`src/rtl/dm_trace_prefetch_issuer.sv`:
```
// dm_trace_prefetch_issuer
// Consumes trace entries and, for loads/stores that sit inside a lookahead
// window ahead of the core, issues line-fill requests to a direct-mapped cache.
// A per-line tracker (occupied / processing / tag) suppresses duplicate fills.
// Only one request is ever in flight.
// Optional build macro: KUUGA_ISSUER_STATS_EN enables the hit/miss/stale
// counters; without it the counter outputs are tied to zero.
module dm_trace_prefetch_issuer #(
  parameter int TRACE_ENTRIES    = 131072,
  parameter int INSTR_DATA_WIDTH = 32,
  parameter int DATA_ADDR_WIDTH  = 32,
  parameter int CACHE_LINES      = 64,
  parameter int LINE_BYTES       = 16,
  parameter int LOOKAHEAD        = 8,
  localparam int TIW = $clog2(TRACE_ENTRIES),
  localparam int IW  = $clog2(CACHE_LINES),
  localparam int OW  = $clog2(LINE_BYTES)
) (
  input  logic                        clk_i,
  input  logic                        rst_ni,
  input  logic                        trace_valid_i,
  output logic                        trace_ready_o,
  input  logic [INSTR_DATA_WIDTH-1:0] trace_instr_i,
  input  logic [DATA_ADDR_WIDTH-1:0]  trace_mem_addr_i,
  input  logic [TIW-1:0]              trace_index_i,
  input  logic [TIW-1:0]              cpu_trace_index_i,
  input  logic                        flush_i,
  output logic                        req_valid_o,
  input  logic                        req_ready_i,
  output logic [DATA_ADDR_WIDTH-1:0]  req_addr_o,
  output logic [TIW-1:0]              req_trace_index_o,
  input  logic                        fill_done_i,
  input  logic [IW-1:0]               fill_line_i,
  output logic [31:0]                 hit_count_o,
  output logic [31:0]                 miss_count_o,
  output logic [31:0]                 stale_count_o
);

  localparam int TAGW = DATA_ADDR_WIDTH - OW;

  localparam logic [2:0] IDLE                = 3'd0;
  localparam logic [2:0] LOOKUP              = 3'd1;
  localparam logic [2:0] MAKE_REQUEST        = 3'd2;
  localparam logic [2:0] WAIT_FOR_PROCESSING = 3'd3;
  localparam logic [2:0] REQUEST_RETIRED     = 3'd4;

  logic [2:0]                 state_q, state_d;
  logic                       readyEn_q;
  logic [IW-1:0]              line_q;
  logic [TAGW-1:0]            tag_q;
  logic [TIW-1:0]             index_q;
  logic [DATA_ADDR_WIDTH-1:0] reqAddr_q;
  logic [TIW-1:0]             reqIndex_q;
  logic [CACHE_LINES-1:0]     occupied_q, occupied_d;
  logic [CACHE_LINES-1:0]     processing_q, processing_d;
  logic [TAGW-1:0]            trkTag_q [CACHE_LINES];

  logic [6:0]      opcode;
  logic            isMemOp;
  logic [TIW-1:0]  distance;
  logic            isStale;
  logic            inWindow;
  logic            outOfWindow;
  logic [IW-1:0]   entryLine;
  logic [TAGW-1:0] entryTag;
  logic            accept;
  logic            acceptMem;
  logic            lookupHit;
  logic            lookupBusy;
  logic            lookupAlloc;
  logic            reqFire;
  logic            fillMatch;
  logic            unusedBits;

  // Decode the offered entry: opcode class, distance ahead of the core and
  // cache placement. Modulo subtraction makes index wrap transparent.
  always_comb begin
    opcode      = trace_instr_i[6:0];
    isMemOp     = (opcode == 7'b0000011) || (opcode == 7'b0100011);
    distance    = trace_index_i - cpu_trace_index_i;
    isStale     = distance[TIW-1];
    inWindow    = !isStale && (distance < TIW'(LOOKAHEAD));
    outOfWindow = isMemOp && !isStale && !inWindow;
    entryLine   = trace_mem_addr_i[OW +: IW];
    entryTag    = trace_mem_addr_i[DATA_ADDR_WIDTH-1:OW];
  end

  // Handshake and tracker lookup qualifiers. Ready is held off for one cycle
  // out of reset so the port reads 0 while reset is applied.
  always_comb begin
    trace_ready_o = readyEn_q && (state_q == IDLE) && !outOfWindow;
    accept        = trace_valid_i && trace_ready_o;
    acceptMem     = accept && isMemOp && !isStale;
    lookupHit     = occupied_q[line_q] && (trkTag_q[line_q] == tag_q);
    lookupBusy    = processing_q[line_q];
    lookupAlloc   = (state_q == LOOKUP) && !lookupHit && !lookupBusy;
    reqFire       = (state_q == MAKE_REQUEST) && req_ready_i;
    fillMatch     = fill_done_i && (fill_line_i == line_q);
    unusedBits    = ^{trace_instr_i[INSTR_DATA_WIDTH-1:7], trace_mem_addr_i[OW-1:0]};
  end

  // Next-state logic for the issue FSM.
  always_comb begin
    state_d = state_q;
    case (state_q)
      IDLE:                if (acceptMem) state_d = LOOKUP;
      LOOKUP: begin
        if (lookupHit)        state_d = IDLE;
        else if (!lookupBusy) state_d = MAKE_REQUEST;
      end
      MAKE_REQUEST:        if (req_ready_i) state_d = WAIT_FOR_PROCESSING;
      WAIT_FOR_PROCESSING: if (fillMatch) state_d = REQUEST_RETIRED;
      REQUEST_RETIRED:     state_d = IDLE;
      default:             state_d = IDLE;
    endcase
  end

  // State register plus the one-shot ready enable after reset.
  always_ff @(posedge clk_i or negedge rst_ni) begin
    if (!rst_ni) begin
      state_q   <= IDLE;
      readyEn_q <= 1'b0;
    end else begin
      state_q   <= state_d;
      readyEn_q <= 1'b1;
    end
  end

  // Latch the accepted memory entry for the lookup and request phases.
  always_ff @(posedge clk_i or negedge rst_ni) begin
    if (!rst_ni) begin
      line_q  <= '0;
      tag_q   <= '0;
      index_q <= '0;
    end else if ((state_q == IDLE) && acceptMem) begin
      line_q  <= entryLine;
      tag_q   <= entryTag;
      index_q <= trace_index_i;
    end
  end

  // Request payload is captured once at allocation and held until the next
  // allocation, so it stays stable while the cache back-pressures.
  always_ff @(posedge clk_i or negedge rst_ni) begin
    if (!rst_ni) begin
      reqAddr_q  <= '0;
      reqIndex_q <= '0;
    end else if (lookupAlloc) begin
      reqAddr_q  <= {tag_q, {OW{1'b0}}};
      reqIndex_q <= index_q;
    end
  end

  // Tracker flag updates. Retirement is applied after flush so a line that
  // retires in the flush cycle still ends up occupied.
  always_comb begin
    occupied_d   = occupied_q;
    processing_d = processing_q;
    if (flush_i) occupied_d = '0;
    if (lookupAlloc) begin
      occupied_d[line_q]   = 1'b0;
      processing_d[line_q] = 1'b1;
    end
    if (state_q == REQUEST_RETIRED) begin
      occupied_d[line_q]   = 1'b1;
      processing_d[line_q] = 1'b0;
    end
  end

  // Tracker storage: flag vectors and the per-line tag array.
  always_ff @(posedge clk_i or negedge rst_ni) begin
    if (!rst_ni) begin
      occupied_q   <= '0;
      processing_q <= '0;
      for (int i = 0; i < CACHE_LINES; i++) trkTag_q[i] <= '0;
    end else begin
      occupied_q   <= occupied_d;
      processing_q <= processing_d;
      if (lookupAlloc) trkTag_q[line_q] <= tag_q;
    end
  end

  assign req_valid_o       = (state_q == MAKE_REQUEST);
  assign req_addr_o        = reqAddr_q;
  assign req_trace_index_o = reqIndex_q;

`ifdef KUUGA_ISSUER_STATS_EN
  logic [31:0] hitCount_q, missCount_q, staleCount_q;
  logic        hitInc, missInc, staleInc;

  assign hitInc   = (state_q == LOOKUP) && lookupHit;
  assign missInc  = reqFire;
  assign staleInc = (state_q == IDLE) && accept && isMemOp && isStale;

  // Saturating event counters.
  always_ff @(posedge clk_i or negedge rst_ni) begin
    if (!rst_ni) begin
      hitCount_q   <= '0;
      missCount_q  <= '0;
      staleCount_q <= '0;
    end else begin
      if (hitInc && (hitCount_q != 32'hFFFF_FFFF))     hitCount_q   <= hitCount_q + 32'd1;
      if (missInc && (missCount_q != 32'hFFFF_FFFF))   missCount_q  <= missCount_q + 32'd1;
      if (staleInc && (staleCount_q != 32'hFFFF_FFFF)) staleCount_q <= staleCount_q + 32'd1;
    end
  end

  assign hit_count_o   = hitCount_q;
  assign miss_count_o  = missCount_q;
  assign stale_count_o = staleCount_q;
`else
  assign hit_count_o   = 32'd0;
  assign miss_count_o  = 32'd0;
  assign stale_count_o = 32'd0;
`endif

endmodule
```
`config.mk`:
```
export PLATFORM = sky130hd
export DESIGN_NAME = dm_trace_prefetch_issuer
export DESIGN_NICKNAME = d
export VERILOG_FILES = /design/src/rtl/dm_trace_prefetch_issuer.sv
export SDC_FILE = /design/constraint.sdc
export NUM_CORES = 2
export LEC_CHECK = 0
export CAP_MARGIN = 20
export CELL_PAD_IN_SITES_DETAIL_PLACEMENT = 0
export CELL_PAD_IN_SITES_GLOBAL_PLACEMENT = 1
export CORE_AREA = 3 3 457 459
export DETAILED_ROUTE_END_ITERATION = 7
export DIE_AREA = 0 0 460 462
export GPL_TIMING_DRIVEN = 0
export PLACE_DENSITY_LB_ADDON = 0.12
export SLEW_MARGIN = 20
export SYNTH_ARGS = -nofsm -noshare
export SYNTH_HDL_FRONTEND = slang
export SYNTH_SLANG_ARGS = --single-unit
```
`constraint.sdc`:
```
create_clock -name clk_i -period 8.8 [get_ports clk_i]
set_input_delay 2.2 -clock clk_i [delete_from_list [all_inputs] [get_ports clk_i]]
set_output_delay 2.2 -clock clk_i [all_outputs]
set_load 0.005 [all_outputs]
```
==> flow_summary_export.csv <==
group,metric,value,unit
timing,grt_setup_unrepaired,"no",
run_status,violations,"design-rule violations, negative setup slack",
floorplanning,initial_core_util,48.0,%
place,dp.cells,9561,
critical_path,worstRegToRegCells,19,
power_and_ir_drop,switching_power,4650,µW
timing,hold_viol,0,
drt,drc,1,
critical_path,worstPathRequired,9.57,ns
place,place_congestion,1.02,
timing,fin_crit,9.29,ns
finish,final_core_util,55.1,%
synth,syn_area,0.0983,mm²
grt,antenna_found_initial,65,
finish,final_area,0.113,mm²
critical_path,crit_slowest_cell,"o32ai_1",
min_path,hold_path_class,"reg -> reg",
synth,syn_inst,6580,
timing,setup_tns,-384.77,ns
synth,ys_async_sr_fraction,100,%
timing,maxSlewHeadroom,13.2,%
grt,grt_overflow,0,
finish,syn2layout_area_growth,14.8,%
grt,first_global_vias,65800,
drt,postRouteAntennaNets,0,
power_and_ir_drop,powerDensity,176,mW/mm²
cts,htree_levels,4,
flow_run,maxCapViolations,0,
timing,timing.hold.ws,0.458,ns
timing,fin_ws,-0.494,ns
finish,drive_above_1_share,41.0,%
cts,clock_latency,0.93,ns
floorplanning,fp-row-count,166,
finish,multi_input_area,0.0430,mm²
grt,grt_max_degree,149,
cts,cts_tree,"built",
critical_path,slowest_delay,0.83,ns
drt,top_layer_used,"met5",
min_path,hold_path.startpoint,"trkTag_q[1233]",
drt,drt-met1-wl,179,mm
cts,root_buffer,"clkbuf_16",
drt,met3_length,65.3,mm
timing,timing.final.crit_share,106,%
grt,grtUsageTotal,44.6,%
drt,drt-initial-drc-count,9700,
finish,final_cells,10000,
synth,synth_cell_type_count,93,
floorplanning,core-area,0.205,mm²
critical_path,crit_fanout,11,
critical_path,worstSetupStartpointType,"flop",
power_and_ir_drop,p_leak,0.0530,µW
place,hpwl,323,mm
synth,ys_seq_elements,2014,
timing,drv_slew,0,
cts,clkTransAtPathRegs,0.06,ns
drt,drtPass1Iterations,8,
drt,drt_wl_total,478,mm
critical_path,r2r_slack,-0.49,ns
power_and_ir_drop,peakVddDrop,0.231,mV
power_and_ir_drop,comb_power_share,3.3,%
timing,tightestPinTransition,1.30,ns
synth,synth_area_per_cell,14.9,µm²
critical_path,r2r-end,"trkTag_q[82]",
floorplanning,die_x,460,µm
cts,numCtsBuffers,217,
critical_path,crit_arrival,10.07,ns
critical_path,cp_cell_sequence,"buf_6 -> buf_6 -> buf_6 -> buf_6 -> buf_4 -> buf_4 -> clkbuf_2 -> a221oi_1 -> o211ai_1 -> o2111ai_1 -> o32ai_1 -> nor4_1 -> nand4_2 -> o211ai_4 -> buf_4 -> buf_12 -> nor3_2 -> buf_4 -> mux2_4",
finish,seq_area,0.0504,mm²
synth,yosysSeqAreaShare,51.3,%
finish,fill_cells,16700,
floorplanning,dieArea,0.213,mm²
grt,grt_pass1_wl,628,mm
critical_path,crit_path_end_kind,"flop",
floorplanning,num_io_pins,257,
min_path,worstHoldPathCells,1,
timing,clock_skew,0.0581,ns
place,placed_cell_area,0.105,mm²
run_status,outcome,"finished, violations left",
floorplanning,die_h,462,µm
timing,finalSetupViolCount,1808,
timing,max_freq,0.108,GHz
drt,wire_per_inst,47.7,µm
finish,layout_common_cells,"2014 x dfrtp_1, 1338 x mux2_4, 260 x mux2_2",
critical_path,r2r-start,"line_q[0]",
drt,wl_met2,193,mm
synth,synth_edf_count,0,
power_and_ir_drop,power_frac_seq,46.8,%
min_path,min_to,"trkTag_q[1233]",
cts,cts.sinks,2014,
finish,fin_nets,7223,
synth,synth-main-ff-cell,"dfrtp_1",
place,io_buffers,125,
drt,vias,68000,
power_and_ir_drop,swShare,23.5,%
critical_path,critPathKind,"reg -> reg",
power_and_ir_drop,p_int,15200,µW
cts,max-clock-path-buffers,3,
drt,viasPerCell,6.79,
synth,yosys_warnings,0,
finish,mostFrequentLayoutCell,"dfrtp_1",
power_and_ir_drop,p_clk_share,49.9,%
-- flip-flops by register name, indices dropped and copies added, names as in the netlist --
| signal | flops |
|---|---|
| trkTag_q | 1792 |
| index_q | 17 |
| readyEn_q | 1 |
| processing_q | 64 |
| req_addr_o | 28 |
| occupied_q | 64 |
| line_q | 5 |
| state_q | 3 |
| tag_q | 23 |
| req_trace_index_o | 17 |
-- critical path: cells and delay by family, from the launching register on --
kind	cells	cell delay, ns
AO/OA/AOI/OAI	5	2.32
AND/OR/NAND/NOR	3	1.38
flip-flops	1	0.66
multiplexers	1	0.33
buffers and inverters	10	4.26
-- Yosys cell counts (66+ instances only) --
cell type	number	area (µm²)
dfrtp_1	2014	50400
mux2_4	1338	20100
clkbuf_1	267	1000
mux2_2	260	2930
mux2i_1	244	2440
mux4_2	223	5020
nor2b_1	196	1230
buf_6	191	2150
buf_4	145	1090
nand2_1	118	443
buf_2	104	521
a21oi_1	97	485
or2_2	96	601
inv_1	94	353
or2_1	94	588
a22oi_1	90	676
a221oi_1	89	780
o21ai_0	79	395
o22ai_1	78	488
o22a_1	70	613
nor2_1	66	248
-- area by class of cell --
cell class	instances	share of cell area, %
Multi-Input combinational cell	3836	38.1
Clock buffer	327	5.76
Antenna cell	49	0.109
Timing Repair Buffer	200	2.50
Inverter	94	0.313
Sequential cell	2014	44.7
Clock inverter	75	0.951
Buffer	735	4.56
Tap cell	2688	2.98
-- per-stage QoR --
stage,setup WS (ns),total power [µW]
after floorplan,2.03,9720
after global placement,-87.22,10200
after detailed placement,-1.17,10100
after CTS,0.137,19800
after global routing,0.0863,20200
final,-0.494,19800
-- metal layers --
| layer | vias up | global-route usage (%) |
|---|---|---|
| li1 | 24900 | - |
| met1 | 36300 | 55.5 |
| met2 | 5376 | 60.4 |
| met3 | 1413 | 21.2 |
| met4 | 22 | 31.9 |
| met5 | - | 0.611 |
-- worst max path at each step --
stage | start | to | slack (ns) | cells past startpoint
after CTS | line_q[1] | trkTag_q[54] | 0.14 | 17
after floorplan | cpu_trace_index_i[3] | trace_ready_o | 2.03 | 13
after global routing | line_q[2] | req_addr_o[15] | 0.09 | 16
after detailed placement | line_q[1] | req_addr_o[20] | -1.17 | 18
final | line_q[0] | trkTag_q[82] | -0.49 | 19
after global placement | rst_ni | index_q[8] | -87.22 | 1
-- timing repair --
item,4_1_cts,5_1_grt
pin swaps,1,1
hold buffers,0,0
buffers inserted,4,1
endpoints found under the setup margin,1966,31
resized for setup,16,2
-- power by group through the flow --
stage / clock [µW] / combinational (µW) / sequential, µW
floorplan: 0 / 267 / 9450
global placement: 0 / 616 / 9540
detailed placement: 0 / 649 / 9450
CTS: 9860 / 656 / 9280
global route: 10200 / 704 / 9280
finish: 9890 / 653 / 9280
-- kinds of logic (layout without fill, tap and decap cells) --
kind of cell,count (synthesis),after routing,share of synthesized area (%)
XOR/XNOR,27,27,0.241
buffers and inverters,829,1431,5.46
flip-flops,2014,2014,51.3
other,2,150,0.00764
AND/OR/NAND/NOR,828,828,5.50
AO/OA/AOI/OAI,787,787,6.00
multiplexers,2078,2078,31.3
adder cells (fa/ha/maj),15,15,0.191
Power figures use the tool's default switching activity.
